$ cat src/rtl/uart_rx_ctrl_pkg.sv
// Shared types and constants for the UART receive controller.
package uart_rx_ctrl_pkg;

   typedef enum logic [1:0] {
      ST_RUN   = 2'd0,
      ST_DRAIN = 2'd1,
      ST_APPLY = 2'd2
   } state_t;

   localparam logic [5:0] PRESCALE_8  = 6'd8;
   localparam logic [5:0] PRESCALE_16 = 6'd16;
   localparam logic [5:0] PRESCALE_32 = 6'd32;

   localparam int ENTRY_W = 10;

   function automatic logic prescale_legal(input logic [5:0] p);
      return (p == PRESCALE_8) || (p == PRESCALE_16) || (p == PRESCALE_32);
   endfunction

endpackage

$ cat src/rtl/uart_rx_ctrl_fifo.sv
// Synchronous FIFO for received frames; no write-to-read bypass, so data
// written into an empty FIFO becomes visible one cycle later.
module uart_rx_ctrl_fifo #(
   parameter int DEPTH = 4,
   parameter int WIDTH = 10
) (
   input  logic             CLK,
   input  logic             RST,
   input  logic             wr_en,
   input  logic [WIDTH-1:0] wr_data,
   input  logic             rd_en,
   output logic [WIDTH-1:0] rd_data,
   output logic             full,
   output logic             empty
);

   localparam int AW    = $clog2(DEPTH);
   localparam int CNT_W = AW + 1;

   logic [WIDTH-1:0] mem_r [DEPTH];
   logic [AW-1:0]    wr_ptr_r;
   logic [AW-1:0]    rd_ptr_r;
   logic [CNT_W-1:0] count_r;
   logic [CNT_W-1:0] count_nxt_s;
   logic             full_r;
   logic             empty_r;
   logic             wr_s;
   logic             rd_s;

   // A full FIFO still accepts a write when the same cycle pops the head.
   always_comb begin
      rd_s        = rd_en && !empty_r;
      wr_s        = wr_en && (!full_r || rd_s);
      count_nxt_s = count_r + {{(CNT_W-1){1'b0}}, wr_s} - {{(CNT_W-1){1'b0}}, rd_s};
   end

   // Storage, pointers and registered status flags.
   always_ff @(posedge CLK or negedge RST) begin
      if (!RST) begin
         for (int i = 0; i < DEPTH; i++) mem_r[i] <= '0;
         wr_ptr_r <= '0;
         rd_ptr_r <= '0;
         count_r  <= '0;
         full_r   <= 1'b0;
         empty_r  <= 1'b1;
      end else begin
         if (wr_s) begin
            mem_r[wr_ptr_r] <= wr_data;
            wr_ptr_r        <= wr_ptr_r + AW'(1);
         end
         if (rd_s) rd_ptr_r <= rd_ptr_r + AW'(1);
         count_r <= count_nxt_s;
         full_r  <= (count_nxt_s == CNT_W'(DEPTH));
         empty_r <= (count_nxt_s == {CNT_W{1'b0}});
      end
   end

   assign rd_data = mem_r[rd_ptr_r];
   assign full    = full_r;
   assign empty   = empty_r;

endmodule

$ cat src/rtl/uart_rx_ctrl.sv
// UART receive controller: frame-boundary config commit plus frame FIFO.
// Optional error counters are built when UART_RX_ERR_CNT_EN is defined.
module uart_rx_ctrl
   import uart_rx_ctrl_pkg::*;
#(
   parameter int DEPTH        = 4,
   parameter int DEF_PRESCALE = 8,
   parameter int DROP_ERR     = 0
) (
   input  logic         CLK,
   input  logic         RST,
   input  logic         cfg_req,
   input  logic [5:0]   cfg_prescale,
   input  logic         cfg_par_en,
   input  logic         cfg_par_typ,
   output logic         cfg_ack,
   output logic         cfg_err,
   output logic         cfg_busy,
   input  logic         rx_busy,
   input  logic         rx_frame_done,
   input  logic [7:0]   rx_p_data,
   input  logic         rx_par_err,
   input  logic         rx_stp_err,
   output logic         rx_en,
   output logic [5:0]   rx_prescale,
   output logic         rx_par_en,
   output logic         rx_par_typ,
   output logic [9:0]   out_data,
   output logic         out_valid,
   input  logic         out_ready,
   output logic         ovf,
   input  logic         ovf_clr,
   output logic [7:0]   par_err_cnt,
   output logic [7:0]   stp_err_cnt,
   input  logic         cnt_clr
);

   state_t               state_r;
   logic [5:0]           sh_prescale_r;
   logic                 sh_par_en_r;
   logic                 sh_par_typ_r;
   logic                 cfg_ack_r;
   logic                 cfg_err_r;
   logic                 cfg_busy_r;
   logic                 rx_en_r;
   logic [5:0]           rx_prescale_r;
   logic                 rx_par_en_r;
   logic                 rx_par_typ_r;
   logic                 ovf_r;
   logic                 push_s;
   logic                 pop_s;
   logic                 ovf_set_s;
   logic                 full_s;
   logic                 empty_s;
   logic [ENTRY_W-1:0]   entry_s;

   // Errored frames are filtered before the full check when DROP_ERR is set.
   always_comb begin
      entry_s = {rx_par_err, rx_stp_err, rx_p_data};
      if ((DROP_ERR != 0) && (rx_par_err || rx_stp_err)) begin
         push_s = 1'b0;
      end else begin
         push_s = rx_frame_done;
      end
      pop_s     = out_ready && !empty_s;
      ovf_set_s = push_s && full_s && !pop_s;
   end

   uart_rx_ctrl_fifo #(
      .DEPTH (DEPTH),
      .WIDTH (ENTRY_W)
   ) u_fifo (
      .CLK     (CLK),
      .RST     (RST),
      .wr_en   (push_s),
      .wr_data (entry_s),
      .rd_en   (out_ready),
      .rd_data (out_data),
      .full    (full_s),
      .empty   (empty_s)
   );

   // Config FSM; outputs are registered so each reflects the state it is in.
   always_ff @(posedge CLK or negedge RST) begin
      if (!RST) begin
         state_r       <= ST_RUN;
         sh_prescale_r <= 6'(DEF_PRESCALE);
         sh_par_en_r   <= 1'b0;
         sh_par_typ_r  <= 1'b0;
         cfg_ack_r     <= 1'b0;
         cfg_err_r     <= 1'b0;
         cfg_busy_r    <= 1'b0;
         rx_en_r       <= 1'b1;
         rx_prescale_r <= 6'(DEF_PRESCALE);
         rx_par_en_r   <= 1'b0;
         rx_par_typ_r  <= 1'b0;
      end else begin
         cfg_ack_r <= 1'b0;
         cfg_err_r <= 1'b0;
         case (state_r)
            ST_RUN: begin
               if (cfg_req) begin
                  if (prescale_legal(cfg_prescale)) begin
                     sh_prescale_r <= cfg_prescale;
                     sh_par_en_r   <= cfg_par_en;
                     sh_par_typ_r  <= cfg_par_typ;
                     state_r       <= ST_DRAIN;
                     rx_en_r       <= 1'b0;
                     cfg_busy_r    <= 1'b1;
                  end else begin
                     cfg_err_r <= 1'b1;
                  end
               end
            end
            ST_DRAIN: begin
               if (!rx_busy) begin
                  state_r       <= ST_APPLY;
                  rx_prescale_r <= sh_prescale_r;
                  rx_par_en_r   <= sh_par_en_r;
                  rx_par_typ_r  <= sh_par_typ_r;
                  cfg_ack_r     <= 1'b1;
               end
            end
            ST_APPLY: begin
               state_r    <= ST_RUN;
               rx_en_r    <= 1'b1;
               cfg_busy_r <= 1'b0;
            end
            default: begin
               state_r    <= ST_RUN;
               rx_en_r    <= 1'b1;
               cfg_busy_r <= 1'b0;
            end
         endcase
      end
   end

   // Sticky overflow; a new overflow beats a simultaneous clear.
   always_ff @(posedge CLK or negedge RST) begin
      if (!RST) begin
         ovf_r <= 1'b0;
      end else if (ovf_set_s) begin
         ovf_r <= 1'b1;
      end else if (ovf_clr) begin
         ovf_r <= 1'b0;
      end
   end

`ifdef UART_RX_ERR_CNT_EN
   logic [7:0] par_cnt_r;
   logic [7:0] stp_cnt_r;

   // Saturating error counters; clear wins over increment.
   always_ff @(posedge CLK or negedge RST) begin
      if (!RST) begin
         par_cnt_r <= 8'd0;
         stp_cnt_r <= 8'd0;
      end else if (cnt_clr) begin
         par_cnt_r <= 8'd0;
         stp_cnt_r <= 8'd0;
      end else begin
         if (rx_frame_done && rx_par_err && (par_cnt_r != 8'hFF)) par_cnt_r <= par_cnt_r + 8'd1;
         if (rx_frame_done && rx_stp_err && (stp_cnt_r != 8'hFF)) stp_cnt_r <= stp_cnt_r + 8'd1;
      end
   end

   assign par_err_cnt = par_cnt_r;
   assign stp_err_cnt = stp_cnt_r;
`else
   logic cnt_clr_unused_s;
   assign cnt_clr_unused_s = cnt_clr;
   assign par_err_cnt      = 8'd0;
   assign stp_err_cnt      = 8'd0;
`endif

   assign cfg_ack     = cfg_ack_r;
   assign cfg_err     = cfg_err_r;
   assign cfg_busy    = cfg_busy_r;
   assign rx_en       = rx_en_r;
   assign rx_prescale = rx_prescale_r;
   assign rx_par_en   = rx_par_en_r;
   assign rx_par_typ  = rx_par_typ_r;
   assign out_valid   = !empty_s;
   assign ovf         = ovf_r;

endmodule

$ cat config.mk
export PLATFORM = sky130hd
export DESIGN_NAME = uart_rx_ctrl
export DESIGN_NICKNAME = d
export VERILOG_FILES = /design/src/rtl/uart_rx_ctrl_pkg.sv /design/src/rtl/uart_rx_ctrl_fifo.sv /design/src/rtl/uart_rx_ctrl.sv
export SDC_FILE = /design/constraint.sdc
export NUM_CORES = 1
export LEC_CHECK = 0
export BUFFER_PORTS_ARGS = -buffer_cell sky130_fd_sc_hd__buf_2
export CAP_MARGIN = 20
export CORE_MARGIN = 2
export CORE_UTILIZATION = 45
export DETAILED_ROUTE_END_ITERATION = 16
export PLACE_DENSITY = 0.68
export SYNTH_ARGS = -nofsm -noshare
export SYNTH_HDL_FRONTEND = slang
export SYNTH_SLANG_ARGS = --single-unit
$ cat constraint.sdc
create_clock -name CLK -period 2.8 [get_ports CLK]
set_input_delay 0.56 -clock CLK [delete_from_list [all_inputs] [get_ports CLK]]
set_output_delay 0.56 -clock CLK [all_outputs]
set_load 0.01 [all_outputs]
# [Word level (Yosys, flattened, before mapping)]
# Cells that the tools add are included.
[word_totals] elab_cells=81 inputBits=26 regBits=72
[op_classes] n_bitwise=4 mux=23 eq_ne=8 n_addsub=4 n_reduce_logical=18 n_lt_le_gt_ge=3
[ops] operator="bitwise mux 40 bit" count=1
[ops] operator="2-to-1 mux 10 bit" count=3
[ops] operator="binary-select mux 10 bit (select 2 bit)" count=1
[ops] operator="demux 10 bit (select 2 bit)" count=1
[ops] operator="2-to-1 mux 1 bit" count=11
[ops] operator="AND reduction 3 bit" count=3
[ops] operator="equality test 6 x 4 -> 1 bit (second input constant)" count=1
[ops] operator="equality test 6 x 5 -> 1 bit (second input constant)" count=1
[ops] operator="equality test 6 bit (second input constant)" count=1
[ops] operator=">= comparator 3 bit (second input constant)" count=2
[ops] operator="2-to-1 mux 2 bit" count=3
[ops] operator="inequality test 2 bit (second input constant)" count=3
[ops] operator="inverter 2 -> 3 bit" count=2
[ops] operator="logical AND 1 bit" count=5
[ops] operator="adder 2 x 1 -> 2 bit (second input constant)" count=2
[ops] operator="case mux 1 bit (2 select lines)" count=2
[ops] operator="case mux 2 bit (2 select lines)" count=1
[ops] operator="adder 3 x 1 -> 3 bit" count=1
[ops] operator="equality test 3 bit (second input constant)" count=1
[ops] operator="zero test 1 bit" count=3
[ops] operator="zero test 3 bit" count=1
[ops] operator="logical OR 1 bit" count=3
[ops] operator="less-than comparator 3 x 1 -> 1 bit (second input constant)" count=1
[ops] operator="subtractor 3 x 1 -> 3 bit" count=1
[ops] operator="other kinds (5)" count=6

# [Logic depth before layout (Yosys ltp)]
# Gate-level depths: netlist (run 1).
[logic_depth] ltp_word=7 ltp_mapped=7 depth_no_buf=7

# [Cells and area by module]
# From an unflattened synthesis (run 1), not the netlist that was laid out.
[hier_totals] cells_unflattened=222 hier_area_um2=3296.9
[by_module_without_submodules] mod="uart_rx_ctrl_fifo" area_per_inst_um2=2232.1 cells_per_inst=136 seq_area_each_um2=1227.4 instances=1
[by_module_without_submodules] mod="uart_rx_ctrl" area_per_inst_um2=1064.8 cells_per_inst=86 seq_area_each_um2=579.3 instances=1

# [Least setup slack after synthesis (run 1)]
# Ideal clock, no wire load.
[synth_timing] kind="register to register" startpoint="register u_fifo.empty_r, in the netlist u_fifo.empty" endpoint="register u_fifo.full_r, in the netlist u_fifo.full" t_arrival_ns=1.836 path_slack_ns=0.876 required_time_ns=2.712 period_less_slack_ns=1.924 stages_incl_launch_ff=8 path_cell_list="dfstp_2 > nand2b_4 > a21boi_1 > buf_4 > ha_1 > fa_1 > xnor2_1 > nor3b_1"
[synth_via] elab_chain_len=7
[synth_rtl] element="start, declared" line="uart_rx_ctrl_fifo.sv:26" rtl="logic empty_r;"
[synth_rtl] element="start signal, assigned" line="uart_rx_ctrl_fifo.sv:54" rtl="empty_r <= (count_nxt_s == {CNT_W{1'b0}});"
[synth_rtl] element="zero test 1 bit" line="uart_rx_ctrl_fifo.sv:32" rtl="rd_s = rd_en && !empty_r;"
[synth_rtl] element="logical AND 1 bit" line="uart_rx_ctrl_fifo.sv:32"
[synth_rtl] element="logical OR 1 bit" line="uart_rx_ctrl_fifo.sv:33" rtl="wr_s = wr_en && (!full_r || rd_s);"
[synth_rtl] element="logical AND 1 bit" line="uart_rx_ctrl_fifo.sv:33"
[synth_rtl] element="net u_fifo.wr_s" line="uart_rx_ctrl_fifo.sv:27" rtl="logic wr_s;"
[synth_rtl] element="adder 3 x 1 -> 3 bit" line="uart_rx_ctrl_fifo.sv:34" rtl="count_nxt_s = count_r + {{(CNT_W-1){1'b0}}, wr_s} - {{(CNT_W-1){1'b0}}, rd_s};"
[synth_rtl] element="subtractor 3 x 1 -> 3 bit" line="uart_rx_ctrl_fifo.sv:34"
[synth_rtl] element="net u_fifo.count_nxt_s[2]" line="uart_rx_ctrl_fifo.sv:24" rtl="logic [CNT_W-1:0] count_nxt_s;"
[synth_rtl] element="equality test 3 bit" line="uart_rx_ctrl_fifo.sv:53" rtl="full_r <= (count_nxt_s == CNT_W'(DEPTH));"
[synth_rtl] element="end signal, assigned" line="uart_rx_ctrl_fifo.sv:53"
[synth_rtl] element="end, declared" line="uart_rx_ctrl_fifo.sv:25" rtl="logic full_r;"
# The timed path passes the listed nets, and every way through them passes these cells.
# A chain may end at the register's enable or synchronous reset.

# [Final worst setup path (run 1)]
[layout_timing] startpoint="register u_fifo.rd_ptr_r[0]" endpoint="output out_data[9]"
[layout_via] elab_chain_len=4
[layout_rtl] element="start, declared" line="uart_rx_ctrl_fifo.sv:22" rtl="logic [AW-1:0] rd_ptr_r;"
[layout_rtl] element="start signal, assigned" line="uart_rx_ctrl_fifo.sv:51" rtl="if (rd_s) rd_ptr_r <= rd_ptr_r + AW'(1);"
[layout_rtl] element="inverter 2 -> 3 bit (implied by the code)" line="uart_rx_ctrl_fifo.sv:58" rtl="assign rd_data = mem_r[rd_ptr_r];"
[layout_rtl] element="binary-select mux 10 bit (select 2 bit)" line="uart_rx_ctrl_fifo.sv:58"
[layout_rtl] element="2-to-1 mux 10 bit (implied by the code) (2 in series)" line="uart_rx_ctrl_fifo.sv:58"
[layout_rtl] element="end, declared" line="uart_rx_ctrl.sv:28" rtl="output logic [9:0] out_data,"
# Every way passes these cells. The select of a mux whose other input is x is not followed.

==> summary.txt, run 1 <==
status -> completed
worst-path fanout max -> 7
Finished Layout Cells -> 376
commonest non-fill, non-tap cells in the layout -> dfrtp_1 (68), buf_2 (48), mux2_2 (44)
post-cts sizing count -> 0
hpwl dp -> 3740 um
main combinational cell family by area after synthesis -> multiplexers
initial antenna violation count -> 0
io pins -> 66
Post-Syn Area -> 3220 sq um
Adder-Cell Fraction of Synth Area -> 2.56%
Die ar. -> 7850 sq um
sequential share of the synthesized area -> 56.1%
router iterations before antenna repair -> 3
Worst Path Class, Setup -> reg2out
unrepaired setup endpoints after global routing -> no
Rel. slew slack -> 65.7%
Tot Pwr -> 4.17 mW
Worst setup SP type -> flop
fmax -> 414 MHz
FFs w/ async S/R, synth -> 100%
routed len/inst -> 14.3 um
WL final -> 5390 um
Root Driver -> clkbuf_8
layout cells sized above 1 -> 51.4%
TritonCTS Buffers -> 9
Hold WC Path Type -> in2async
Netlist cell types -> 36
global-route wire length before repair -> 8770 um
Starting Density -> 46.9%
clock-pin transition on the worst setup and hold timing paths -> 70 ps
post-route design area -> 3820 sq um
largest net degree at the start of global routing -> 32
total global routing track utilization -> 15.2%
CP required -> 2240 ps
worst path cell trace -> buf_4 -> mux4_2 -> buf_2
TritonCTS Sinks -> 72
TritonCTS clock tree -> built
fillcell total -> 599
Mapped Cells -> 215
count of final hold-check violations -> 0
top cells by area, synth -> dfrtp_1 (53%), mux2_2 (15%), mux4_2 (7.0%)
# setup viols final -> 0
Congestion Overflow GR -> 0
Synth Flop Type -> dfrtp_1
Final Max Tran Viols -> 0
leading cell type in the layout, fill and taps excluded -> dfrtp_1
post-layout net count -> 307
Routability Congestion -> 0.751
placed insts -> 360
postcts setup bufs -> 0
mux cell area share after synthesis -> 24.7%
htree depth -> 3
Die W -> 88.6 um
vias -> 1,819
# hold bufs at CTS -> 0
Avg Cell Area, Syn -> 15.0 sq um
post-synthesis simple-gate area fraction -> 6.45%
post-synth top area share -> 52.8%
Critical Path Max Stage Delay -> 580 ps
diode count -> 0
xor and xnor fraction of the mapped netlist area -> 1.63%
First DRT Iteration DRCs -> 47
worst slew pin tran -> 514 ps
vias in the first global route -> 1,806
Antenna Nets Post-Route -> 0
final worst-path cycle share -> 86.3%
setup TNS -> 0 ps
slowest CP cell -> dfrtp_1
DRC errors left -> 0
Core Box Area -> 6870 sq um
Compound-Gate Fraction of Synth Area -> 3.38%
max-cap violations -> 0
Chip Height -> 88.6 um
crit path time final -> 2420 ps
clk buf depth -> 2
Worst VDD drop -> 452 uV
Synth Register Bits -> 72
Placed Instance Area -> 3550 sq um
warning count from the yosys run -> 0
power per standard cell area -> 1090 nW/um^2
Cell Rows -> 30
skew final -> 9.03 ps
CP Capture Type -> output pin
Post-synth EDFFs -> 0
Fin Hold WS -> 186 ps
routed vias/inst -> 4.84
port bufs -> 48
cell leakage power -> 1.81 nW
worst skew pair latency -> 340 ps
CP arrival -> 1860 ps
Area Overhead vs Synth -> 18.7%
Synth area leader -> dfrtp_1
-- final timing paths --
kind,startpoint,to,cells past startpoint,slack (ps)
max in group asynchronous,RST,rx_en,2,1890
min in group CLK,ovf_clr,ovf,2,400
setup / recovery,u_fifo.rd_ptr_r[0],out_data[9],3,380
hold reg to reg,u_fifo.mem_r[33],u_fifo.mem_r[33],1,500
setup reg to reg,u_fifo.empty,u_fifo.full,7,810
hold / removal,RST,u_fifo.mem_r[33],1,190
-- cell type report --
type	count	area, sq um	area share, %
sequential	72	1810	47.3
inverter	6	22.5	0.589
clock buffer	11	141	3.70
multi-input combinational	132	1310	34.2
timing repair buffer	54	298	7.79
tap	96	120	3.14
clock inverter	5	128	3.34
-- synth_stat cells (2+ instances only) --
master and n:
nor3b_1 3, mux4_2 10, buf_4 17, buf_2 2, mux2_4 2, ha_1 5
mux2_1 4, a21o_2 2, dfrtp_1 68, nand2_4 5, dfstp_2 4, o31ai_1 2
mux2_2 44, inv_1 6, and2_2 3, xnor2_1 5, o21ai_0 6, nand2_1 5
nor3_1 2, a21oi_1 3, nand3_1 2
-- report_power, final --
part           total, mW  internal (mW)  switching, mW
Clock               1.08          0.707          0.370
Sequential          1.70           1.46          0.246
Combinational       1.38          0.812          0.573
-- critical path: cells and delay by family (launching register included) --
| kind | cells | cell delay, ps |
|---|---|---|
| buffers and inverters | 2 | 410 |
| flip-flops | 1 | 580 |
| multiplexers | 1 | 520 |
-- flip-flops by register name (all words and copies together), names as in the netlist, 2 cells and up --
| name | cells |
|---|---|
| state_r | 2 |
| sh_prescale_r | 6 |
| rx_prescale | 6 |
| u_fifo.rd_ptr_r | 2 |
| u_fifo.wr_ptr_r | 2 |
| u_fifo.mem_r | 40 |
| u_fifo.count_r | 3 |
-- kinds of logic (layout without fill, tap and decap cells) --
family,Yosys count,count (layout)
AOI/OAI and AO/OA,17,17
xor gates and xnor gates,6,6
adders and majority gates,6,6
buffers and inverters,26,76
DFF,72,72
muxes,60,60
other,1,16
and+or+nand+nor,27,27
-- metrics by stage --
stage / util [%] / setup slack (ps)
6_report: 55.7 / 383
5_1_grt: 55.7 / 259
4_1_cts: 55.7 / 329
3_5_place_dp: 51.7 / 709
3_3_place_gp: 51.7 / 714
2_1_floorplan: - / 876
-- routing by layer --
metal	global-route usage [%]	routed length [um]	vias to the layer above	part of all wire (%)
met5	0	0	-	0
met4	4.96	72	0	1.3
met3	6.16	298	6	5.5
met2	24.9	2680	49	50
met1	18.6	2340	914	43
li1	-	-	850	-
Note: power is estimated with default switching activity, not from simulation.
==> inputs of run 2 (changes only) <==
- CORE_ASPECT_RATIO: not set -> 0.5
==> summary.txt, run 2 (synthesis results as in run 1) <==
TritonCTS Buffers -> 9
Worst Path Class, Setup -> reg2out
Worst setup SP type -> flop
Cell Rows -> 21
hpwl dp -> 3810 um
router iterations before antenna repair -> 4
worst-path fanout max -> 11
skew final -> 6.26 ps
cell leakage power -> 1.82 nW
CP arrival -> 1580 ps
Final Max Tran Viols -> 0
vias in the first global route -> 1,950
max FFs per register -> 40
First DRT Iteration DRCs -> 99
clock-pin transition on the worst setup and hold timing paths -> 50 ps
layout cells sized above 1 -> 51.4%
TritonCTS clock tree -> built
CP Capture Type -> output pin
worst r2r src -> u_fifo.empty
diode count -> 0
DR WL met3 -> 310 um
total global routing track utilization -> 15.9%
port bufs -> 48
largest net degree at the start of global routing -> 29
final worst-path cycle share -> 76.5%
crit path from -> u_fifo.rd_ptr_r[1]
worst slew pin tran -> 553 ps
power per standard cell area -> 1100 nW/um^2
highest metal used -> met4
status -> completed
# setup viols final -> 0
Metal-1 WL -> 2260 um
post-route design area -> 3840 sq um
TritonCTS Sinks -> 72
commonest non-fill, non-tap cells in the layout -> dfrtp_1 (68), buf_2 (48), mux2_2 (44)
Routability Congestion -> 0.658
io pins -> 66
max-cap violations -> 0
Rel. slew slack -> 63.1%
global-route wire length before repair -> 9330 um
leading cell type in the layout, fill and taps excluded -> dfrtp_1
Die ar. -> 7890 sq um
largest reg by FF count -> u_fifo.mem_r
dpl ws -> 742 ps
vias -> 1,840
fillcell total -> 552
count of final hold-check violations -> 0
Placed Instance Area -> 3540 sq um
routed len/inst -> 14.5 um
DRC errors left -> 0
Antenna Nets Post-Route -> 0
Die W -> 124 um
post-cts sizing count -> 0
Area Overhead vs Synth -> 19.1%
crit path time final -> 2140 ps
CP required -> 2240 ps
WL final -> 5400 um
fmax -> 467 MHz
Worst VDD drop -> 412 uV
Starting Density -> 47.3%
unrepaired setup endpoints after global routing -> no
setup TNS -> 0 ps
Core Box Area -> 6810 sq um
Hold WC Path Type -> in2async
clk buf depth -> 2
# hold bufs at CTS -> 0
Congestion Overflow GR -> 0
post-layout net count -> 307
met2 WL -> 2780 um
Chip Height -> 63.8 um
htree depth -> 3
initial antenna violation count -> 0
postcts setup bufs -> 0
Root Driver -> clkbuf_16
worst setup margin -> 657 ps
worst skew pair latency -> 330 ps
routed vias/inst -> 4.95
==> run 2: changes by cell type in the layout (fill, tap and decap cells not counted), sizes merged <==
cell and change:
clkinv +3, bufinv -3
==> run 2: path summary, 6_finish.rpt <==
| path | cells after the start | end | slack (ps) |
|---|---|---|---|
| worst min-delay path | 1 | state_r[0] | 200 |
| min in group CLK | 2 | state_r[1] | 420 |
| max in group asynchronous | 2 | u_fifo.mem_r[22] | 1840 |
| worst min register to register | 1 | u_fifo.mem_r[33] | 490 |
| worst max-delay path | 2 | out_data[5] | 660 |
| worst max register to register | 7 | u_fifo.full | 890 |
==> run 2: cell type report <==
class                      instances  area (sq um)  area share, %
inverter                           6          22.5          0.587
clock inverter                     5          56.3           1.47
clock buffer                      11           243           6.33
multi-input combinational        132          1310           34.1
sequential                        72          1810           47.1
tap                               92           115           3.00
timing repair buffer              54           285           7.44
==> run 2: where the power goes <==
part           total, mW  leakage (nW)  switching [mW]  internal, mW
registers           1.69         0.868           0.223          1.46
clock network       1.11         0.145           0.399         0.711
logic               1.42         0.807           0.597         0.821
==> run 2: routing by layer <==
layer	vias to the layer above	GRT usage [%]
li1	852	-
met1	935	18.7
met2	49	26.9
met3	4	5.98
met4	0	5.54
met5	-	0
==> run 2: metrics by stage <==
stage	total power, mW	hold WS (ps)	utilization (%)	std cells
2_1_floorplan	2.71	264	-	230
5_1_grt	4.52	237	56.4	372
4_1_cts	4.28	209	56.4	372
6_report	4.21	205	56.4	372
3_5_place_dp	3.15	476	52.0	356
3_3_place_gp	3.07	468	52.0	356
==> run 2: critical path: stages, from the launching register on <==
cell and delay (ps):
dfrtp_1 690, mux4_2 410, buf_2 160
